==> src/rtl/wddl_xorn_pipe.sv <==
// wddl_xorn_pipe
// Pipelined N-input XOR in Wave Dynamic Differential Logic form. Each
// operand is carried on a true rail (d_p) and a complement rail (d_n).
// Evaluate waves carry complementary rails. Precharge waves carry all
// rails at 0.
//
// The operands are reduced by a binary tree. Each level pairs operands in
// index order. An odd leftover operand passes through that level's register
// unchanged. Every level is registered, so the result appears LEVELS cycles
// after the operands are sampled.
//
// The rail paths use only AND and OR gates. This keeps the logic monotonic,
// so a precharge wave (all rails 0) stays all-zero as it moves through the tree.
//
// A protocol checker watches the input boundary and updates a sticky error
// flag and a saturating fault counter. It sits beside the data path, so it
// adds no latency and never changes the data.
module wddl_xorn_pipe #(
    parameter int WIDTH  = 8,
    parameter int NUM_IN = 4
) (
    input  logic                    clk_in,
    input  logic                    rst_in,
    input  logic                    valid_in,
    input  logic [NUM_IN*WIDTH-1:0] d_p_in,
    input  logic [NUM_IN*WIDTH-1:0] d_n_in,
    output logic [WIDTH-1:0]        d_p_out,
    output logic [WIDTH-1:0]        d_n_out,
    output logic                    valid_out,
    output logic                    err_out,
    output logic [7:0]              err_cnt_out
);

    localparam int LEVELS = $clog2(NUM_IN);

    // Number of operands present at the input of tree level lvl.
    // Level 0 is the raw input boundary.
    function automatic int ops_at(input int lvl);
        int c;
        c = NUM_IN;
        for (int i = 0; i < lvl; i++) begin
            c = (c + 1) / 2;
        end
        return c;
    endfunction

    // ------------------------------------------------------------------
    // Reduction tree
    // ------------------------------------------------------------------
    for (genvar l = 0; l <= LEVELS; l++) begin : g_lvl
        localparam int CNT = ops_at(l);

        logic [CNT*WIDTH-1:0] rail_p;
        logic [CNT*WIDTH-1:0] rail_n;

        if (l == 0) begin : g_in
            assign rail_p = d_p_in;
            assign rail_n = d_n_in;
        end else begin : g_stage
            localparam int PREV  = ops_at(l - 1);
            localparam int NPAIR = PREV / 2;

            logic [PREV*WIDTH-1:0]  src_p;
            logic [PREV*WIDTH-1:0]  src_n;
            logic [NPAIR*WIDTH-1:0] pair_p;
            logic [NPAIR*WIDTH-1:0] pair_n;
            logic [CNT*WIDTH-1:0]   p_d;
            logic [CNT*WIDTH-1:0]   n_d;
            logic [CNT*WIDTH-1:0]   p_q;
            logic [CNT*WIDTH-1:0]   n_q;

            assign src_p = g_lvl[l-1].rail_p;
            assign src_n = g_lvl[l-1].rail_n;

            // WDDL XOR of each adjacent operand pair. The rails are cross-coupled.
            // No rail is ever inverted.
            always_comb begin
                pair_p = '0;
                pair_n = '0;
                for (int k = 0; k < NPAIR; k++) begin
                    pair_p[k*WIDTH +: WIDTH] =
                        (src_p[(2*k)*WIDTH +: WIDTH] & src_n[(2*k+1)*WIDTH +: WIDTH]) |
                        (src_n[(2*k)*WIDTH +: WIDTH] & src_p[(2*k+1)*WIDTH +: WIDTH]);
                    pair_n[k*WIDTH +: WIDTH] =
                        (src_p[(2*k)*WIDTH +: WIDTH] & src_p[(2*k+1)*WIDTH +: WIDTH]) |
                        (src_n[(2*k)*WIDTH +: WIDTH] & src_n[(2*k+1)*WIDTH +: WIDTH]);
                end
            end

            // An odd operand count leaves the top operand unpaired.
            // That operand rides along in the highest slot.
            if ((PREV % 2) == 1) begin : g_odd
                assign p_d = {src_p[PREV*WIDTH-1 -: WIDTH], pair_p};
                assign n_d = {src_n[PREV*WIDTH-1 -: WIDTH], pair_n};
            end else begin : g_even
                assign p_d = pair_p;
                assign n_d = pair_n;
            end

            // Level register for both rails. Reset drives every rail to the precharge state.
            always_ff @(posedge clk_in or posedge rst_in) begin
                if (rst_in) begin
                    p_q <= '0;
                    n_q <= '0;
                end else begin
                    p_q <= p_d;
                    n_q <= n_d;
                end
            end

            assign rail_p = p_q;
            assign rail_n = n_q;
        end
    end

    assign d_p_out = g_lvl[LEVELS].rail_p;
    assign d_n_out = g_lvl[LEVELS].rail_n;

    // ------------------------------------------------------------------
    // Valid alignment
    // ------------------------------------------------------------------
    logic [LEVELS-1:0] vld_d;
    logic [LEVELS-1:0] vld_q;

    // Shift valid_in along the tree so that it stays aligned with its wave.
    always_comb begin
        vld_d    = '0;
        vld_d[0] = valid_in;
        for (int i = 1; i < LEVELS; i++) begin
            vld_d[i] = vld_q[i-1];
        end
    end

    // Valid shift register.
    always_ff @(posedge clk_in or posedge rst_in) begin
        if (rst_in) begin
            vld_q <= '0;
        end else begin
            vld_q <= vld_d;
        end
    end

    assign valid_out = vld_q[LEVELS-1];

    // ------------------------------------------------------------------
    // Dual-rail protocol checker
    // ------------------------------------------------------------------
    logic       fault;
    logic       err_d;
    logic       err_q;
    logic [7:0] cnt_d;
    logic [7:0] cnt_q;

    // A cycle is faulty in either of two cases.
    // Evaluate: some bit has equal rails (00 spacer or 11 collision).
    // Precharge: some rail is high.
    always_comb begin
        fault = 1'b0;
        if (valid_in) begin
            fault = |(~(d_p_in ^ d_n_in));
        end else begin
            fault = |(d_p_in | d_n_in);
        end
    end

    // Sticky flag and saturating counter update.
    always_comb begin
        err_d = err_q | fault;
        cnt_d = cnt_q;
        if (fault && (cnt_q != 8'hFF)) begin
            cnt_d = cnt_q + 8'd1;
        end
    end

    // Checker state register.
    always_ff @(posedge clk_in or posedge rst_in) begin
        if (rst_in) begin
            err_q <= 1'b0;
            cnt_q <= 8'd0;
        end else begin
            err_q <= err_d;
            cnt_q <= cnt_d;
        end
    end

    assign err_out     = err_q;
    assign err_cnt_out = cnt_q;

endmodule
==> config.mk <==
export PLATFORM = sky130hd
export DESIGN_NAME = wddl_xorn_pipe
export DESIGN_NICKNAME = d
export VERILOG_FILES = /design/src/rtl/wddl_xorn_pipe.sv
export SDC_FILE = /design/constraint.sdc
export NUM_CORES = 1
export LEC_CHECK = 0
export CORE_UTILIZATION = 40
export CTS_BUF_LIST = sky130_fd_sc_hd__clkbuf_2
export DETAILED_ROUTE_END_ITERATION = 10
export HOLD_SLACK_MARGIN = 0.06
export PLACE_DENSITY = 0.7
export SLEW_MARGIN = 10
export SYNTH_ARGS = -nofsm -noshare
export SYNTH_HDL_FRONTEND = slang
export SYNTH_SLANG_ARGS = --single-unit
export TNS_END_PERCENT = 50
==> constraint.sdc <==
create_clock -name clk_in -period 2.18 [get_ports clk_in]
set_input_delay 0.327 -clock clk_in [delete_from_list [all_inputs] [get_ports clk_in]]
set_output_delay 0.327 -clock clk_in [all_outputs]
set_load 0.005 [all_outputs]
==> flow_metrics.tcl <==
set metrics [dict create \
    arrival_ps 1530 \
    crit_path_start_kind "flop" \
    numPortBuffers 92 \
    post_cts_buffers 0 \
    end_kind "output port" \
    grtUsageTotal_pct 20.67 \
    synth_area_leaders "dfrtp_1 (50%), ha_1 (14%), inv_1 (8.3%), o22ai_1 (6.8%), a22o_1 (4.7%)" \
    fp.dieH_um 87.96 \
    powerDensity_nw_per_um2 549.5 \
    diodes 0 \
    synth_seq_cells 59 \
    finalCriticalPeriod_ps 1861 \
    detail_route.first_pass.iterations 4 \
    rsz0062_at_grt "no" \
    multiInputGateArea_um2 1235 \
    first_global_vias 2612 \
    viasPerCell 4.859 \
    synthesis.nets 359 \
    maxSlewViolCount 0 \
    clkTransAtPathRegs_ps 170 \
    max_slew_margin_pct 69.04 \
    fp.dieArea_um2 7736 \
    cts_hold_buffers 0 \
    drt_wl_total_um 7129 \
    peakVddDrop_mv 0.3222 \
    post-route-period-util_pct 85.35 \
    route.antenna.remaining_nets 0 \
    post_drt_wl_per_cell_um 13.92 \
    cp.required_ps 1850 \
    numCtsBuffers 9 \
    p_leak_nw 2.285 \
    fin_worst_skew_ps 20.83 \
    pin_count 93 \
    ys_types 27 \
    maxCapViolCount 0 \
    syn_area_per_cell_um2 11.41 \
    crit_buf_inv 1 \
    synth-seq-area-share_pct 49.96 \
    die_w_um 87.96 \
    syn-cell-area_um2 2955 \
    drc_errors 0 \
    max_freq_mhz 537.4 \
    clkLatencyLatePin_ps 490 \
    seq_area_um2 1476 \
    core_um2 6982 \
    syn_to_final_growth_pct 52.50 \
    post_cts_resized 0 \
    grt_max_degree 22 \
    hp-class "in2async" \
    cts-root-buf "clkbuf_2" \
    first_iter_violations 69 \
    path_max_fanout 6 \
    finalNetCount 511 \
    hold_violations 0 \
    dpl.hpwl_um 5796 \
    netlist.area_leader.share_pct 49.96 \
    cp_slowest_cell "clkdlybuf4s50_1" \
    cts_buffer_depth 2 \
    clkSinkCount 59 \
    cpPeakStageDelay_ps 550 \
    worstSetupPathType "reg2out" \
    yosys_warnings 0 \
    routabilityCongestion 0.7917 \
    tns_ps 0 \
    cts_tree "built" \
    setup_viol 0 \
    cp_top_family "buffers and inverters" \
    dr_total_vias 2488 \
    final_util_pct 64.55 \
    htree_levels 3 \
    nFillCells 612 \
    antenna_found_initial 0 \
    cp_cell_sequence "clkdlybuf4s50_1" \
    start_util_pct 42.33 \
    worst_pin_slew_ps 463.7 \
    yosysTopAreaCell "dfrtp_1" \
    grt_first_pass_wirelength_um 11800 \
    drive_above_1_share_pct 18.75 \
    status "completed" \
    globalRouteOverflowTotal 0 \
    syn_inst 259 \
    rows 30 \
]
synthesized netlist by cell type:
| cell | instances |
|---|---|
| o22ai_1 | 32 |
| a21o_1 | 1 |
| a41oi_1 | 1 |
| a2111oi_1 | 1 |
| nand2_1 | 4 |
| ha_1 | 33 |
| nor2b_1 | 1 |
| and3_1 | 3 |
| or3_4 | 1 |
| nor4_1 | 1 |
| nor4_4 | 4 |
| a21oi_2 | 1 |
| inv_1 | 65 |
| dfrtp_1 | 59 |
| nand4_2 | 2 |
| nor3_1 | 2 |
| a31oi_1 | 1 |
| a22o_1 | 16 |
| xnor2_1 | 5 |
| nand3_1 | 1 |
| nand3_4 | 2 |
| nand3b_4 | 1 |
| nand4_1 | 17 |
| nand3_2 | 2 |
| nand2b_1 | 1 |
| mux2_1 | 1 |
| mux2_4 | 1 |
metal layers:
| metal | vias to the layer above | share of wire [%] | global-route usage [%] |
|---|---|---|---|
| met3 | 10 | 5.7 | 5.655 |
| met5 | - | 0 | 0 |
| met2 | 78 | 48 | 33.62 |
| met4 | 0 | 1.8 | 8.346 |
| met1 | 1167 | 45 | 26.12 |
| li1 | 1233 | - | - |
cells by family after synthesis:
family,share of synthesized area [%]
buf+inv,8.256
flops,49.96
compound gates,12.91
simple gates,12.53
fa+ha+maj,13.97
xor+xnor,1.482
mux,0.8889
state kept, by name (all words and copies together), names as in the netlist:
register and cells:
d_n_out 8, err_out 1, vld_q 2, d_p_out 8, g_lvl.g_stage.n_q 16, g_lvl.g_stage.p_q 16
err_cnt_out 8
final timing paths:
path,start,to,slack [ps],depth (start not counted)
worst max-delay path,err_cnt_out[0],err_cnt_out[0],320,1
worst min-delay path,rst_in,d_p_out[3],150,2
worst max register to register,err_cnt_out[0],err_cnt_out[1],470,5
worst min register to register,vld_q[0],vld_q[1],380,0
max in group asynchronous,rst_in,g_lvl[1].g_stage.n_q[15],1360,3
min in group clk_in,vld_q[0],vld_q[1],380,0
cell usage in the layout, fill, tap and decap left out, drive strengths merged, types with 2 or more instances in the layout:
master / Yosys / layout
buf: 0 / 49
clkbuf: 0 / 10
nand2: 4 / 4
clkdlybuf4s50: 0 / 92
and3: 3 / 3
clkinv: 0 / 3
inv: 65 / 65
mux2: 2 / 2
nor4: 5 / 5
nand3: 5 / 5
ha: 33 / 33
a22o: 16 / 16
o22ai: 32 / 32
bufinv: 0 / 2
xnor2: 5 / 5
dfrtp: 59 / 59
nor3: 2 / 2
nand4: 19 / 19
final cells by class:
class | count | area share [%]
Sequential cell | 59 | 32.76
Inverter | 65 | 5.414
Timing Repair Buffer | 141 | 28.87
Multi-Input combinational cell | 135 | 27.40
Clock buffer | 10 | 1.110
Clock inverter | 6 | 1.777
Tap cell | 96 | 2.665
metrics by stage:
stage / hold slack (ps) / area, um2 / setup WS (ps) / power (mW) / cells
4_1_cts: 141.3 / 4507 / 308.4 / 2.495 / 512
3_3_place_gp: 336.4 / 4377 / -176.7 / 1.718 / 496
3_5_place_dp: 339.3 / 4377 / -194.3 / 1.727 / 496
6_report: 150.4 / 4507 / 319.3 / 2.476 / 512
2_1_floorplan: 331.2 / 2955 / 390.1 / 1.404 / 259
5_1_grt: 142.2 / 4507 / 226.1 / 2.614 / 512
power breakdown:
| part | total [mW] | switching [mW] | internal (mW) |
|---|---|---|---|
| registers | 1.21 | 0.0377 | 1.18 |
| clock network | 0.774 | 0.398 | 0.375 |
| logic | 0.490 | 0.187 | 0.303 |
| total | 2.48 | 0.623 | 1.85 |
No activity file was read; power rests on OpenSTA's default activity.
